## config.mk

```make
export PLATFORM = sky130hd
export DESIGN_NAME = spoc_postprocessor
export DESIGN_NICKNAME = d
export VERILOG_FILES = /design/src/rtl/spoc_postprocessor.sv
export SDC_FILE = /design/constraint.sdc
export NUM_CORES = 1
export LEC_CHECK = 0
export CAP_MARGIN = 10
export CORE_MARGIN = 8
export CORE_UTILIZATION = 40
export DETAILED_ROUTE_END_ITERATION = 10
export HOLD_SLACK_MARGIN = 0.06
export PLACE_DENSITY = 0.9
export SETUP_SLACK_MARGIN = 0.15
export SLEW_MARGIN = 20
export SYNTH_ARGS = -nofsm -noshare
export SYNTH_HDL_FRONTEND = slang
export SYNTH_SLANG_ARGS = --single-unit
```

## constraint.sdc

```tcl
create_clock -name clk -period 2.5 [get_ports clk]
set_input_delay 0.375 -clock clk [delete_from_list [all_inputs] [get_ports clk]]
set_output_delay 0.375 -clock clk [all_outputs]
set_load 0.02 [all_outputs]
```

## src/rtl/spoc_postprocessor.sv

```systemverilog
// Output stage of the SpoC-64 LWC core: merges header FIFO words, core data/tag words and the
// decrypt verdict into the public do stream. Optional build macro SPOC_PP_MASK_EN zeroes invalid
// bytes of the last data word.
module spoc_postprocessor (
  input  logic        clk,
  input  logic        rst,
  input  logic [31:0] cmd,
  input  logic        cmd_valid,
  output logic        cmd_ready,
  input  logic [31:0] bdo,
  input  logic        bdo_valid,
  output logic        bdo_ready,
  input  logic [3:0]  bdo_valid_bytes,
  input  logic        end_of_block,
  input  logic        msg_auth,
  input  logic        msg_auth_valid,
  output logic        msg_auth_ready,
  output logic [31:0] do_data,
  output logic        do_valid,
  input  logic        do_ready,
  output logic        do_last
);

  localparam logic [3:0]  OP_ENC     = 4'b0010;
  localparam logic [3:0]  OP_DEC     = 4'b0011;
  localparam logic [31:0] TAG_HEADER = 32'h83000008;
  localparam logic [31:0] STATUS_OK  = 32'hE0000000;
  localparam logic [31:0] STATUS_BAD = 32'hF0000000;

  typedef enum logic [2:0] {
    S_IDLE, S_HDR, S_DATA, S_TAG_HDR, S_TAG, S_WAIT_AUTH, S_STATUS
  } state_t;

  state_t      state_reg, state_next;
  logic [15:0] byte_cnt_reg, byte_cnt_next;
  logic [1:0]  tag_cnt_reg, tag_cnt_next;
  logic        fail_reg, fail_next;
  logic        dec_reg, dec_next;

  logic        last_word;
  logic [31:0] data_word;

  // The remaining byte count decides the final word, so odd lengths never wrap the counter.
  assign last_word = (byte_cnt_reg <= 16'd4);

`ifdef SPOC_PP_MASK_EN
  logic [31:0] bdo_masked;
  logic        unused_inputs;

  // valid_bytes MSB is byte 0, which sits in bdo[31:24]; bit gi therefore guards bdo[8*gi +: 8].
  for (genvar gi = 0; gi < 4; gi++) begin : g_mask
    assign bdo_masked[8*gi +: 8] = bdo_valid_bytes[gi] ? bdo[8*gi +: 8] : 8'h00;
  end

  assign data_word     = last_word ? bdo_masked : bdo;
  assign unused_inputs = end_of_block;
`else
  logic unused_inputs;

  assign data_word     = bdo;
  assign unused_inputs = ^{end_of_block, bdo_valid_bytes};
`endif

  always_ff @(posedge clk) begin
    if (rst) begin
      state_reg    <= S_IDLE;
      byte_cnt_reg <= 16'd0;
      tag_cnt_reg  <= 2'd0;
      fail_reg     <= 1'b0;
      dec_reg      <= 1'b0;
    end else begin
      state_reg    <= state_next;
      byte_cnt_reg <= byte_cnt_next;
      tag_cnt_reg  <= tag_cnt_next;
      fail_reg     <= fail_next;
      dec_reg      <= dec_next;
    end
  end

  always_comb begin
    state_next    = state_reg;
    byte_cnt_next = byte_cnt_reg;
    tag_cnt_next  = tag_cnt_reg;
    fail_next     = fail_reg;
    dec_next      = dec_reg;
    case (state_reg)
      S_IDLE: begin
        if (cmd_valid) begin
          dec_next = (cmd[31:28] == OP_DEC);
          if (cmd[31:28] == OP_ENC || cmd[31:28] == OP_DEC) begin
            state_next = S_HDR;
          end else begin
            fail_next  = 1'b1;
            state_next = S_STATUS;
          end
        end
      end
      S_HDR: begin
        if (cmd_valid && do_ready) begin
          byte_cnt_next = cmd[15:0];
          if (cmd[15:0] != 16'd0) state_next = S_DATA;
          else                    state_next = dec_reg ? S_WAIT_AUTH : S_TAG_HDR;
        end
      end
      S_DATA: begin
        if (bdo_valid && do_ready) begin
          byte_cnt_next = last_word ? 16'd0 : byte_cnt_reg - 16'd4;
          if (last_word) state_next = dec_reg ? S_WAIT_AUTH : S_TAG_HDR;
        end
      end
      S_TAG_HDR: begin
        if (do_ready) begin
          tag_cnt_next = 2'd2;
          state_next   = S_TAG;
        end
      end
      S_TAG: begin
        if (bdo_valid && do_ready) begin
          tag_cnt_next = tag_cnt_reg - 2'd1;
          if (tag_cnt_reg <= 2'd1) begin
            fail_next  = 1'b0;
            state_next = S_STATUS;
          end
        end
      end
      S_WAIT_AUTH: begin
        if (msg_auth_valid) begin
          fail_next  = ~msg_auth;
          state_next = S_STATUS;
        end
      end
      S_STATUS: begin
        if (do_ready) begin
          fail_next  = 1'b0;
          dec_next   = 1'b0;
          state_next = S_IDLE;
        end
      end
      default: state_next = S_IDLE;
    endcase
  end

  always_comb begin
    cmd_ready      = 1'b0;
    bdo_ready      = 1'b0;
    msg_auth_ready = 1'b0;
    do_data        = 32'd0;
    do_valid       = 1'b0;
    do_last        = 1'b0;
    case (state_reg)
      S_IDLE: cmd_ready = 1'b1;
      S_HDR: begin
        do_data   = cmd;
        do_valid  = cmd_valid;
        cmd_ready = do_ready;
      end
      S_DATA: begin
        do_data   = data_word;
        do_valid  = bdo_valid;
        bdo_ready = do_ready;
      end
      S_TAG_HDR: begin
        do_data  = TAG_HEADER;
        do_valid = 1'b1;
      end
      S_TAG: begin
        do_data   = bdo;
        do_valid  = bdo_valid;
        bdo_ready = do_ready;
      end
      S_WAIT_AUTH: msg_auth_ready = 1'b1;
      S_STATUS: begin
        do_data  = fail_reg ? STATUS_BAD : STATUS_OK;
        do_valid = 1'b1;
        do_last  = 1'b1;
      end
      default: ;
    endcase
  end

endmodule

```

==> flow_results.xml, run 1 <==
<?xml version="1.0" encoding="UTF-8"?>
<metrics>
  <group name="power">
    <metric name="power.internal" unit="mW">1.60</metric>
    <metric name="comb_power_share" unit="%">76.6</metric>
    <metric name="fin_total_pwr" unit="mW">3.24</metric>
    <metric name="pwr-share-clk" unit="%">7.5</metric>
    <metric name="power_per_cell_area" unit="mW/mm2">956</metric>
    <metric name="power_frac_seq" unit="%">15.9</metric>
    <metric name="power_switching" unit="mW">1.65</metric>
    <metric name="switching_share" unit="%">50.8</metric>
    <metric name="p_leak" unit="nW">1.46</metric>
    <metric name="ir_drop" unit="V">0.000491</metric>
  </group>
  <group name="cts">
    <metric name="root_buffer" unit="">sky130_fd_sc_hd__clkbuf_8</metric>
    <metric name="clkLatencyLatePin" unit="ns">0.27</metric>
    <metric name="cts_resized" unit="">35</metric>
    <metric name="cts_setup_buffers" unit="">0</metric>
    <metric name="cts.clk_slew.worst_paths" unit="ns">0.09</metric>
    <metric name="clock_tree_from_tritoncts" unit="">built</metric>
    <metric name="cts_buffers" unit="">3</metric>
    <metric name="ctsHoldBuffers" unit="">0</metric>
    <metric name="htree_num_levels" unit="">1</metric>
    <metric name="clock-sinks" unit="">23</metric>
    <metric name="cts-root-to-sink-buffers" unit="">2</metric>
  </group>
  <group name="synth">
    <metric name="synthesized_netlist_net_count" unit="">379</metric>
    <metric name="post_synth_inst_count" unit="">300</metric>
    <metric name="syn-cell-area" unit="mm2">0.00214</metric>
    <metric name="synth_cell_type_count" unit="">55</metric>
    <metric name="ys.warnings.count" unit="">0</metric>
    <metric name="synth-seq-cells" unit="">23</metric>
    <metric name="postSynth.topFlopCell" unit="">sky130_fd_sc_hd__dfxtp_1</metric>
    <metric name="yosysSeqAreaShare" unit="%">21.5</metric>
    <metric name="synth_enable_flop_cells" unit="">0</metric>
    <metric name="proportion_of_register_bits_with_asynchronous_set_or_reset_after_synthesis" unit="%">0</metric>
    <metric name="synthesis.area_per_instance" unit="um2">7.13</metric>
  </group>
  <group name="flow_run">
    <metric name="maxCapViolCount" unit="">0</metric>
  </group>
  <group name="placement">
    <metric name="detailed_place_hpwl" unit="um">7070</metric>
    <metric name="placed_cell_area" unit="mm2">0.00338</metric>
    <metric name="routabilityCongestion" unit="">0.938</metric>
    <metric name="io_buffer_count" unit="">107</metric>
  </group>
  <group name="die">
    <metric name="floorplan.io_pins" unit="">113</metric>
    <metric name="initial_core_util" unit="%">41.6</metric>
    <metric name="floorplan.die.width" unit="um">89.1</metric>
    <metric name="die_height" unit="um">89.1</metric>
    <metric name="core_area" unit="mm2">0.00514</metric>
    <metric name="floorplan.die_area" unit="mm2">0.00794</metric>
    <metric name="fp-row-count" unit="">26</metric>
  </group>
  <group name="route">
    <metric name="wl" unit="um">8730</metric>
    <metric name="drt-pass1-iter-count" unit="">6</metric>
    <metric name="num_vias" unit="">3022</metric>
    <metric name="antenna_violating_nets_post_route" unit="">0</metric>
    <metric name="detailedRoute.firstIterationViolations" unit="">438</metric>
    <metric name="routed_wire_length_per_instance" unit="um">18.3</metric>
    <metric name="remaining_drc_errors" unit="">0</metric>
    <metric name="viasPerCell" unit="">6.32</metric>
  </group>
  <group name="sta">
    <metric name="timing.final.crit_period" unit="ns">2.29</metric>
    <metric name="max_slew.worst_pin.slew" unit="ns">0.604</metric>
    <metric name="fmax" unit="MHz">437</metric>
    <metric name="clock_skew" unit="ns">0.00755</metric>
    <metric name="post-route-period-util" unit="%">91.5</metric>
    <metric name="report.final.hold_viol_count" unit="">0</metric>
    <metric name="timing.final.max_slew_violations" unit="">0</metric>
    <metric name="finalSetupTns" unit="ns">0</metric>
    <metric name="rsz0062_at_grt" unit="">true</metric>
    <metric name="final_report_setup_violation_count" unit="">0</metric>
    <metric name="normalized_max_slew_margin" unit="%">59.6</metric>
  </group>
  <group name="global_route">
    <metric name="grt_antenna_before_repair" unit="">0</metric>
    <metric name="globalRouteTotalUtil" unit="%">22.0</metric>
    <metric name="grt_first_pass_wirelength" unit="um">14000</metric>
    <metric name="vias_in_the_first_global_route" unit="">2910</metric>
    <metric name="globalRouteOverflowTotal" unit="">0</metric>
    <metric name="grt_start_max_net_pins" unit="">27</metric>
  </group>
  <group name="layout">
    <metric name="layout.cells.most_common" unit="">sky130_fd_sc_hd__clkdlybuf4s50_1</metric>
    <metric name="design.final.nets" unit="">488</metric>
    <metric name="most_used_cells_in_the_layout_excluding_fill_and_tap_cells" unit="">71 x sky130_fd_sc_hd__clkdlybuf4s50_1, 35 x sky130_fd_sc_hd__a21oi_1, 34 x sky130_fd_sc_hd__dlygate4sd2_1</metric>
    <metric name="post-route-cell-area" unit="mm2">0.00339</metric>
    <metric name="flip_flop_count_of_the_largest_register_after_layout" unit="">16</metric>
    <metric name="antenna_cells_inserted" unit="">0</metric>
    <metric name="areaGrowthSynthToFinish" unit="%">58.7</metric>
    <metric name="final.fill_count" unit="">443</metric>
    <metric name="post_route_cells_drive_above_1_share" unit="%">8.82</metric>
  </group>
  <group name="worst_hold_path">
    <metric name="timing.hold.worst.class" unit="">register to register</metric>
    <metric name="hold_depth" unit="">2</metric>
  </group>
  <group name="critical_path">
    <metric name="cpPeakStageDelay" unit="ns">0.40</metric>
    <metric name="worst-path-max-fanout" unit="">25</metric>
    <metric name="worst-path-stages" unit="">6</metric>
    <metric name="crit_path_cells" unit="">buf_4, nand2b_1, nor2_2, buf_12, a22o_1, dlygate4sd2_1</metric>
    <metric name="crit_buf_inv" unit="">3</metric>
    <metric name="worstPathRequired" unit="ns">2.12</metric>
    <metric name="cp_slowest_cell" unit="">sky130_fd_sc_hd__dfxtp_1</metric>
    <metric name="setup_cp_type" unit="">register to output port</metric>
    <metric name="setup.worst_path.start_class" unit="">register</metric>
    <metric name="critPathTopFamily" unit="">buffers and inverters</metric>
    <metric name="worstPathArrival" unit="ns">1.91</metric>
    <metric name="worst_r2r_path_depth" unit="">7</metric>
    <metric name="worst_setup_path_end_kind" unit="">output port</metric>
  </group>
  <group name="status">
    <metric name="run_status" unit="">completed</metric>
  </group>
</metrics>
power by group through the flow:
stage	sequential (mW)	combinational (mW)	clock [mW]
floorplan	0.490	1.56	0
CTS	0.511	2.46	0.239
finish	0.517	2.49	0.242
global placement	0.512	2.58	0
global route	0.526	2.67	0.255
detailed placement	0.517	2.64	0
final cells by class:
cell class / count / area, um2 / share of cell area [%]
clock buffers: 4 / 45.0 / 1.33
inverters: 8 / 30.0 / 0.885
multi-input cells: 244 / 1540 / 45.4
flip-flops and latches: 23 / 462 / 13.6
well taps: 70 / 87.6 / 2.58
repair buffers: 129 / 1230 / 36.2
logic make-up after synthesis:
group / count (synthesis) / synth area share (%)
AO/OA/AOI/OAI: 125 / 39.6
flip-flops: 23 / 21.5
multiplexers: 3 / 1.40
buffers and inverters: 33 / 6.44
AND/OR/NAND/NOR: 113 / 29.3
adder cells (fa/ha/maj): 3 / 1.76
per-stage QoR:
stage          setup slack (ns)  std cells  hold slack [ns]  utilization, %
2_1_floorplan             0.342        300            0.454               -
3_3_place_gp              0.225        474            0.465            65.8
3_5_place_dp              0.154        474            0.471            65.8
4_1_cts                   0.140        478            0.487            65.9
5_1_grt                   0.104        478            0.518            66.0
6_report                  0.212        478            0.490            66.0
routing by layer:
metal | vias to the layer above | global-route usage, % | share of wire [%]
met4 | 0 | 6.65 | 2.1
met3 | 26 | 7.26 | 12
met1 | 1410 | 25.2 | 37
met2 | 203 | 37.9 | 49
li1 | 1383 | - | -
met5 | - | 0 | 0
tightest hold or removal path: stages, from the launching register on:
cell                       delay, ns
sky130_fd_sc_hd__dfxtp_1        0.32
sky130_fd_sc_hd__inv_1          0.07
sky130_fd_sc_hd__a211oi_1       0.06
worst paths after layout:
path | startpoint | endpoint | slack (ns)
min | tag_cnt_reg[1] | tag_cnt_reg[1] | 0.49
max | state_reg[0] | do_data[22] | 0.21
min reg2reg | tag_cnt_reg[1] | tag_cnt_reg[1] | 0.49
max reg2reg | byte_cnt_reg[3] | state_reg[0] | 0.30
cells in the mapped netlist (4+ instances only):
| cell | n | area share (%) |
|---|---|---|
| sky130_fd_sc_hd__or4_1 | 4 | 1.4 |
| sky130_fd_sc_hd__a31oi_1 | 7 | 2.0 |
| sky130_fd_sc_hd__o211ai_1 | 5 | 1.8 |
| sky130_fd_sc_hd__inv_1 | 7 | 1.2 |
| sky130_fd_sc_hd__nor4_1 | 7 | 2.0 |
| sky130_fd_sc_hd__clkbuf_1 | 18 | 3.2 |
| sky130_fd_sc_hd__nor2_1 | 21 | 3.7 |
| sky130_fd_sc_hd__a21o_1 | 6 | 2.1 |
| sky130_fd_sc_hd__nand4_1 | 4 | 1.2 |
| sky130_fd_sc_hd__dfxtp_1 | 23 | 22 |
| sky130_fd_sc_hd__a21oi_1 | 35 | 8.2 |
| sky130_fd_sc_hd__nor3b_1 | 4 | 1.4 |
| sky130_fd_sc_hd__nand2_1 | 25 | 4.4 |
| sky130_fd_sc_hd__and3_1 | 7 | 2.0 |
| sky130_fd_sc_hd__a221oi_1 | 5 | 2.0 |
| sky130_fd_sc_hd__o21ai_0 | 21 | 4.9 |
| sky130_fd_sc_hd__nand3_1 | 9 | 2.1 |
| sky130_fd_sc_hd__a22o_1 | 26 | 11 |
| sky130_fd_sc_hd__nor3_1 | 10 | 2.3 |
No activity file was read; power rests on OpenSTA's default activity.
==> run 2: changes to the inputs <==
--- a/config.mk
+++ b/config.mk
@@ -6,6 +6,7 @@
 export NUM_CORES = 1
 export LEC_CHECK = 0
 export CAP_MARGIN = 10
+export CORE_ASPECT_RATIO = 0.6
 export CORE_MARGIN = 8
 export CORE_UTILIZATION = 40
 export DETAILED_ROUTE_END_ITERATION = 10
==> run 2 against run 1 <==
  * Sequential share of layout area barely moved
  * Cell area fell by 0.18%
  * Critical endpoint is now cmd_ready
  * Clock-buffer cell count fell by 1
  * Setup slack got worse by 0.0031 ns
  * Combinational power rose by 2%
  * Fmax fell by 0.14%
  * Die area rose by 0.97%
  * Global-route usage fell by 0.14 points
  * Sequential power barely moved
  * Cell count fell by 1.3%
  * Critical path type unchanged
  * Largest cell class unchanged
  * Clock skew fell by 0.0014 ns
  * Non-clock buffer count fell by 2
==> flow_results.xml, run 2 (synthesized netlist as in run 1, its figures left out) <==
<?xml version="1.0" encoding="UTF-8"?>
<metrics>
  <group name="cts">
    <metric name="root_buffer" unit="">sky130_fd_sc_hd__clkbuf_8</metric>
    <metric name="cts_setup_buffers" unit="">0</metric>
    <metric name="htree_num_levels" unit="">1</metric>
    <metric name="clock-sinks" unit="">23</metric>
    <metric name="clkLatencyLatePin" unit="ns">0.28</metric>
    <metric name="clock_tree_from_tritoncts" unit="">built</metric>
    <metric name="cts.clk_slew.worst_paths" unit="ns">0.10</metric>
    <metric name="cts-root-to-sink-buffers" unit="">2</metric>
    <metric name="cts_buffers" unit="">3</metric>
    <metric name="ctsHoldBuffers" unit="">0</metric>
  </group>
  <group name="placement">
    <metric name="detailed_place_hpwl" unit="um">7030</metric>
    <metric name="routabilityCongestion" unit="">0.922</metric>
    <metric name="io_buffer_count" unit="">107</metric>
    <metric name="place_ws" unit="ns">0.135</metric>
  </group>
  <group name="sta">
    <metric name="timing.final.max_slew_violations" unit="">0</metric>
    <metric name="report.final.hold_viol_count" unit="">0</metric>
    <metric name="normalized_max_slew_margin" unit="%">59.8</metric>
    <metric name="fmax" unit="MHz">436</metric>
    <metric name="max_slew.worst_pin.slew" unit="ns">0.597</metric>
    <metric name="final_report_setup_violation_count" unit="">0</metric>
    <metric name="post-route-period-util" unit="%">91.7</metric>
    <metric name="timing.final.crit_period" unit="ns">2.29</metric>
    <metric name="rsz0062_at_grt" unit="">true</metric>
    <metric name="setup_slack" unit="ns">0.208</metric>
    <metric name="clock_skew" unit="ns">0.00614</metric>
    <metric name="finalSetupTns" unit="ns">0</metric>
  </group>
  <group name="critical_path">
    <metric name="setup_cp_type" unit="">register to output port</metric>
    <metric name="worstPathRequired" unit="ns">2.12</metric>
    <metric name="worstPathArrival" unit="ns">1.92</metric>
    <metric name="endpoint_of_the_most_critical_register_to_register_path" unit="">byte_cnt_reg[10]</metric>
    <metric name="cp-startpoint" unit="">state_reg[2]</metric>
    <metric name="setup.worst_path.start_class" unit="">register</metric>
    <metric name="worst-path-max-fanout" unit="">18</metric>
    <metric name="rr_startpoint" unit="">byte_cnt_reg[3]</metric>
    <metric name="worst_r2r_path_depth" unit="">7</metric>
    <metric name="r2r_slack" unit="ns">0.28</metric>
    <metric name="worst_setup_path_end_kind" unit="">output port</metric>
    <metric name="cp-endpoint" unit="">cmd_ready</metric>
  </group>
  <group name="route">
    <metric name="antenna_violating_nets_post_route" unit="">0</metric>
    <metric name="drt-pass1-iter-count" unit="">5</metric>
    <metric name="routed_wire_length_per_instance" unit="um">19.1</metric>
    <metric name="detailedRoute.firstIterationViolations" unit="">381</metric>
    <metric name="wl" unit="um">9010</metric>
    <metric name="num_vias" unit="">3019</metric>
    <metric name="remaining_drc_errors" unit="">0</metric>
    <metric name="viasPerCell" unit="">6.40</metric>
  </group>
  <group name="layout">
    <metric name="design.final.nets" unit="">486</metric>
    <metric name="final.fill_count" unit="">429</metric>
    <metric name="antenna_cells_inserted" unit="">0</metric>
    <metric name="areaGrowthSynthToFinish" unit="%">58.5</metric>
    <metric name="flip_flop_count_of_the_largest_register_after_layout" unit="">16</metric>
    <metric name="layout.cells.most_common" unit="">sky130_fd_sc_hd__clkdlybuf4s50_1</metric>
    <metric name="most_used_cells_in_the_layout_excluding_fill_and_tap_cells" unit="">73 x sky130_fd_sc_hd__clkdlybuf4s50_1, 35 x sky130_fd_sc_hd__a21oi_1, 27 x sky130_fd_sc_hd__dlygate4sd2_1</metric>
    <metric name="post_route_cells_drive_above_1_share" unit="%">9.36</metric>
  </group>
  <group name="die">
    <metric name="initial_core_util" unit="%">41.9</metric>
    <metric name="floorplan.die.width" unit="um">110</metric>
    <metric name="core_area" unit="mm2">0.00510</metric>
    <metric name="floorplan.io_pins" unit="">113</metric>
    <metric name="floorplan.die_area" unit="mm2">0.00802</metric>
    <metric name="die_height" unit="um">72.6</metric>
    <metric name="fp-row-count" unit="">20</metric>
  </group>
  <group name="power">
    <metric name="ir_drop" unit="V">0.000422</metric>
    <metric name="power_switching" unit="mW">1.70</metric>
    <metric name="pwr-share-clk" unit="%">7.7</metric>
    <metric name="comb_power_share" unit="%">76.7</metric>
    <metric name="fin_total_pwr" unit="mW">3.31</metric>
    <metric name="p_leak" unit="nW">1.44</metric>
    <metric name="power_frac_seq" unit="%">15.7</metric>
    <metric name="power.internal" unit="mW">1.61</metric>
    <metric name="power_per_cell_area" unit="mW/mm2">977</metric>
    <metric name="switching_share" unit="%">51.2</metric>
  </group>
  <group name="global_route">
    <metric name="grt_antenna_before_repair" unit="">0</metric>
    <metric name="grt_first_pass_wirelength" unit="um">14200</metric>
    <metric name="globalRouteOverflowTotal" unit="">0</metric>
    <metric name="vias_in_the_first_global_route" unit="">2837</metric>
    <metric name="globalRouteTotalUtil" unit="%">21.9</metric>
    <metric name="grt_start_max_net_pins" unit="">31</metric>
  </group>
  <group name="flow_run">
    <metric name="maxCapViolCount" unit="">0</metric>
  </group>
  <group name="worst_hold_path">
    <metric name="timing.hold.worst.class" unit="">register to register</metric>
    <metric name="hold_start" unit="">tag_cnt_reg[1]</metric>
  </group>
  <group name="status">
    <metric name="run_status" unit="">completed</metric>
  </group>
</metrics>
## run 2: cell types whose count changed in the layout (fill, tap and decap cells not counted), sizes merged
cell	before	now
buf	22	20
clkdlybuf4s15	0	4
clkinvlp	0	1
clkdlybuf4s50	71	73
dlygate4sd2	34	27
## run 2: what timing repair did
item | in CTS | in global routing
gates cloned | 0 | 0
setup endpoints to repair | 33 | 9
resized for setup | 33 | 10
## run 2: layer usage
| metal | wire length (um) | share of wire (%) | vias to the layer above | global-route usage (%) |
|---|---|---|---|---|
| met5 | 0 | 0 | - | 0 |
| met4 | 170 | 1.9 | 0 | 5.14 |
| met3 | 1250 | 14 | 30 | 8.91 |
| met2 | 3980 | 44 | 223 | 33.8 |
| met1 | 3610 | 40 | 1389 | 27.7 |
| li1 | - | - | 1377 | - |
## run 2: worst min path at each step
stage                       to  slack, ns  cells past startpoint
2_1_floorplan   tag_cnt_reg[1]       0.45                      2
3_3_place_gp    tag_cnt_reg[1]       0.47                      2
3_5_place_dp   byte_cnt_reg[1]       0.47                      2
4_1_cts        byte_cnt_reg[1]       0.49                      2
5_1_grt         tag_cnt_reg[1]       0.52                      2
6_report        tag_cnt_reg[1]       0.49                      2
## run 2: critical path: stages, from the launching register on
cell                              delay, ns
sky130_fd_sc_hd__dfxtp_2               0.37
sky130_fd_sc_hd__buf_4                 0.20
sky130_fd_sc_hd__nor2_1                0.22
sky130_fd_sc_hd__a21boi_0              0.20
sky130_fd_sc_hd__clkdlybuf4s50_1       0.64
## run 2: area by class of cell
cell class                      instances  area (um2)  area share [%]
Multi-Input combinational cell        244        1550            45.8
Timing Repair Buffer                  127        1210            35.8
Sequential cell                        23         462            13.6
Tap cell                               66        82.6            2.44
Clock buffer                            3        41.3            1.22
Inverter                                8        30.0           0.886
Clock inverter                          1        7.51           0.222
## run 2: power groups by stage
stage	sequential [mW]	combinational (mW)	clock [mW]
after floorplan	0.490	1.56	0
after global placement	0.515	2.60	0
after detailed placement	0.520	2.65	0
after CTS	0.513	2.50	0.243
after global routing	0.528	2.71	0.265
final	0.518	2.54	0.253
## run 2: per-stage QoR
step | hold slack, ns | utilization, % | instance area, um2 | std cells
2_1_floorplan | 0.454 | - | 2140 | 300
3_3_place_gp | 0.465 | 65.9 | 3360 | 468
3_5_place_dp | 0.474 | 65.9 | 3360 | 468
4_1_cts | 0.487 | 66.1 | 3370 | 472
5_1_grt | 0.521 | 66.4 | 3390 | 472
6_report | 0.486 | 66.4 | 3390 | 472
==> run 3: changes to the inputs <==
--- a/config.mk
+++ b/config.mk
@@ -8,12 +8,12 @@
 export CAP_MARGIN = 10
 export CORE_ASPECT_RATIO = 0.6
 export CORE_MARGIN = 8
-export CORE_UTILIZATION = 40
+export CORE_UTILIZATION = 50
 export DETAILED_ROUTE_END_ITERATION = 10
+export DONT_BUFFER_PORTS = 1
 export HOLD_SLACK_MARGIN = 0.06
-export PLACE_DENSITY = 0.9
+export PLACE_DENSITY = 0.74
 export SETUP_SLACK_MARGIN = 0.15
-export SLEW_MARGIN = 20
 export SYNTH_ARGS = -nofsm -noshare
 export SYNTH_HDL_FRONTEND = slang
 export SYNTH_SLANG_ARGS = --single-unit
==> run 3 against run 2 <==
  * Global-route usage is essentially flat
  * Clock skew down 0.00092 ns
  * Sequential power grew 11%
  * Worst hold slack got worse by 0.33 ns
  * Clock power is 3% lower
  * Clock-buffer cell count unchanged
  * Largest cell class unchanged
==> flow_results.xml, run 3 (synthesized netlist as in run 1, its figures left out) <==
<?xml version="1.0" encoding="UTF-8"?>
<metrics>
  <group name="layout">
    <metric name="flip_flop_count_of_the_largest_register_after_layout" unit="">16</metric>
    <metric name="post-route-cell-area" unit="mm2">0.00235</metric>
    <metric name="final.fill_count" unit="">385</metric>
    <metric name="layout.cells.most_common" unit="">sky130_fd_sc_hd__a21oi_1</metric>
    <metric name="areaGrowthSynthToFinish" unit="%">10.1</metric>
    <metric name="finalNonFillerCells" unit="">361</metric>
    <metric name="post_route_cells_drive_above_1_share" unit="%">18.6</metric>
    <metric name="most_used_cells_in_the_layout_excluding_fill_and_tap_cells" unit="">35 x sky130_fd_sc_hd__a21oi_1, 25 x sky130_fd_sc_hd__nand2_1, 21 x sky130_fd_sc_hd__o21ai_0, 21 x sky130_fd_sc_hd__buf_4</metric>
    <metric name="antenna_cells_inserted" unit="">0</metric>
    <metric name="design.final.nets" unit="">381</metric>
    <metric name="utilization" unit="%">57.4</metric>
  </group>
  <group name="die">
    <metric name="fp-row-count" unit="">18</metric>
    <metric name="core_area" unit="mm2">0.00410</metric>
    <metric name="floorplan.die.width" unit="um">100</metric>
    <metric name="floorplan.die_area" unit="mm2">0.00669</metric>
    <metric name="initial_core_util" unit="%">52.2</metric>
    <metric name="die_height" unit="um">66.7</metric>
    <metric name="floorplan.io_pins" unit="">113</metric>
  </group>
  <group name="placement">
    <metric name="detailed_place_hpwl" unit="um">5920</metric>
    <metric name="routabilityCongestion" unit="">0.965</metric>
    <metric name="placed_cell_area" unit="mm2">0.00227</metric>
    <metric name="io_buffer_count" unit="">0</metric>
    <metric name="placedCellCount" unit="">357</metric>
  </group>
  <group name="power">
    <metric name="ir_drop" unit="V">0.000652</metric>
    <metric name="p_leak" unit="nW">0.916</metric>
    <metric name="power_per_cell_area" unit="mW/mm2">1210</metric>
    <metric name="fin_total_pwr" unit="mW">2.84</metric>
  </group>
  <group name="global_route">
    <metric name="vias_in_the_first_global_route" unit="">2154</metric>
    <metric name="grt_first_pass_wirelength" unit="um">11800</metric>
    <metric name="grt_start_max_net_pins" unit="">31</metric>
    <metric name="globalRouteOverflowTotal" unit="">0</metric>
    <metric name="globalRouteTotalUtil" unit="%">21.9</metric>
    <metric name="grt_antenna_before_repair" unit="">0</metric>
  </group>
  <group name="worst_hold_path">
    <metric name="timing.hold.worst.class" unit="">input pin to register</metric>
  </group>
  <group name="critical_path">
    <metric name="worst_setup_path_end_kind" unit="">output port</metric>
    <metric name="worst-path-max-fanout" unit="">25</metric>
    <metric name="setup_cp_type" unit="">register to output port</metric>
    <metric name="worstPathArrival" unit="ns">1.91</metric>
    <metric name="setup.worst_path.start_class" unit="">register</metric>
    <metric name="worstPathRequired" unit="ns">2.12</metric>
  </group>
  <group name="sta">
    <metric name="fmax" unit="MHz">438</metric>
    <metric name="finalSetupTns" unit="ns">0</metric>
    <metric name="clock_skew" unit="ns">0.00522</metric>
    <metric name="final_report_setup_violation_count" unit="">0</metric>
    <metric name="max_slew.worst_pin.slew" unit="ns">0.529</metric>
    <metric name="timing.final.crit_period" unit="ns">2.28</metric>
    <metric name="timing.final.max_slew_violations" unit="">0</metric>
    <metric name="report.final.hold_viol_count" unit="">0</metric>
    <metric name="rsz0062_at_grt" unit="">true</metric>
    <metric name="post-route-period-util" unit="%">91.3</metric>
    <metric name="normalized_max_slew_margin" unit="%">64.4</metric>
  </group>
  <group name="route">
    <metric name="detailedRoute.firstIterationViolations" unit="">270</metric>
    <metric name="wl" unit="um">7670</metric>
    <metric name="routed_wire_length_per_instance" unit="um">21.3</metric>
    <metric name="antenna_violating_nets_post_route" unit="">0</metric>
    <metric name="drt-pass1-iter-count" unit="">5</metric>
    <metric name="remaining_drc_errors" unit="">0</metric>
    <metric name="viasPerCell" unit="">6.83</metric>
    <metric name="num_vias" unit="">2464</metric>
  </group>
  <group name="cts">
    <metric name="cts_setup_buffers" unit="">0</metric>
    <metric name="clkLatencyLatePin" unit="ns">0.27</metric>
    <metric name="root_buffer" unit="">sky130_fd_sc_hd__clkbuf_8</metric>
    <metric name="cts.clk_slew.worst_paths" unit="ns">0.09</metric>
    <metric name="cts-root-to-sink-buffers" unit="">2</metric>
    <metric name="htree_num_levels" unit="">1</metric>
    <metric name="cts_buffers" unit="">3</metric>
    <metric name="clock_tree_from_tritoncts" unit="">built</metric>
    <metric name="clock-sinks" unit="">23</metric>
  </group>
  <group name="flow_run">
    <metric name="maxCapViolCount" unit="">0</metric>
  </group>
  <group name="status">
    <metric name="run_status" unit="">completed</metric>
  </group>
</metrics>
## run 3: report_power, final
part	internal [mW]	switching, mW	total, mW
Sequential	0.438	0.134	0.573
Combinational	0.744	1.28	2.03
Clock	0.112	0.133	0.245
Total	1.29	1.55	2.84
## run 3: worst max-delay path: stages, from the launching register on
cell	delay, ns
sky130_fd_sc_hd__dfxtp_2	0.49
sky130_fd_sc_hd__or3b_1	0.46
sky130_fd_sc_hd__nand2_1	0.09
sky130_fd_sc_hd__buf_4	0.26
sky130_fd_sc_hd__a22o_1	0.32
## run 3: path summary, 6_finish.rpt
path,from,to,slack (ns),depth (start not counted)
worst min register to register,tag_cnt_reg[1],tag_cnt_reg[1],0.48,2
worst max-delay path,state_reg[1],do_data[2],0.22,4
worst max register to register,byte_cnt_reg[3],byte_cnt_reg[10],0.36,7
worst min-delay path,rst,state_reg[0],0.16,1
## run 3: area by class of cell
class	count	area, um2	share of cell area [%]
Timing Repair Buffer	22	169	7.17
Sequential cell	23	467	19.8
Clock buffer	3	41.3	1.75
Inverter	8	31.3	1.33
Multi-Input combinational cell	244	1570	66.5
Tap cell	60	75.1	3.19
Clock inverter	1	5.00	0.213
## run 3: timing repair
action | CTS | global route
resized for setup | 4 | 18
endpoints found under the hold margin | 0 | 0
endpoints found under the setup margin | 26 | 24
hold buffers | 0 | 0
cloned | 0 | 0
## run 3: per-stage QoR
step	setup slack, ns	hold WS, ns
floorplan	0.342	0.454
global placement	0.356	0.448
detailed placement	0.313	0.450
CTS	0.221	0.153
global route	0.119	0.150
finish	0.218	0.158
## run 3: layer usage
layer	wire length [um]	GRT usage [%]	share of wire (%)
met4	68	2.80	0.89
met5	0	0	0
met3	869	7.28	11
met1	3410	30.3	44
met2	3320	32.9	43
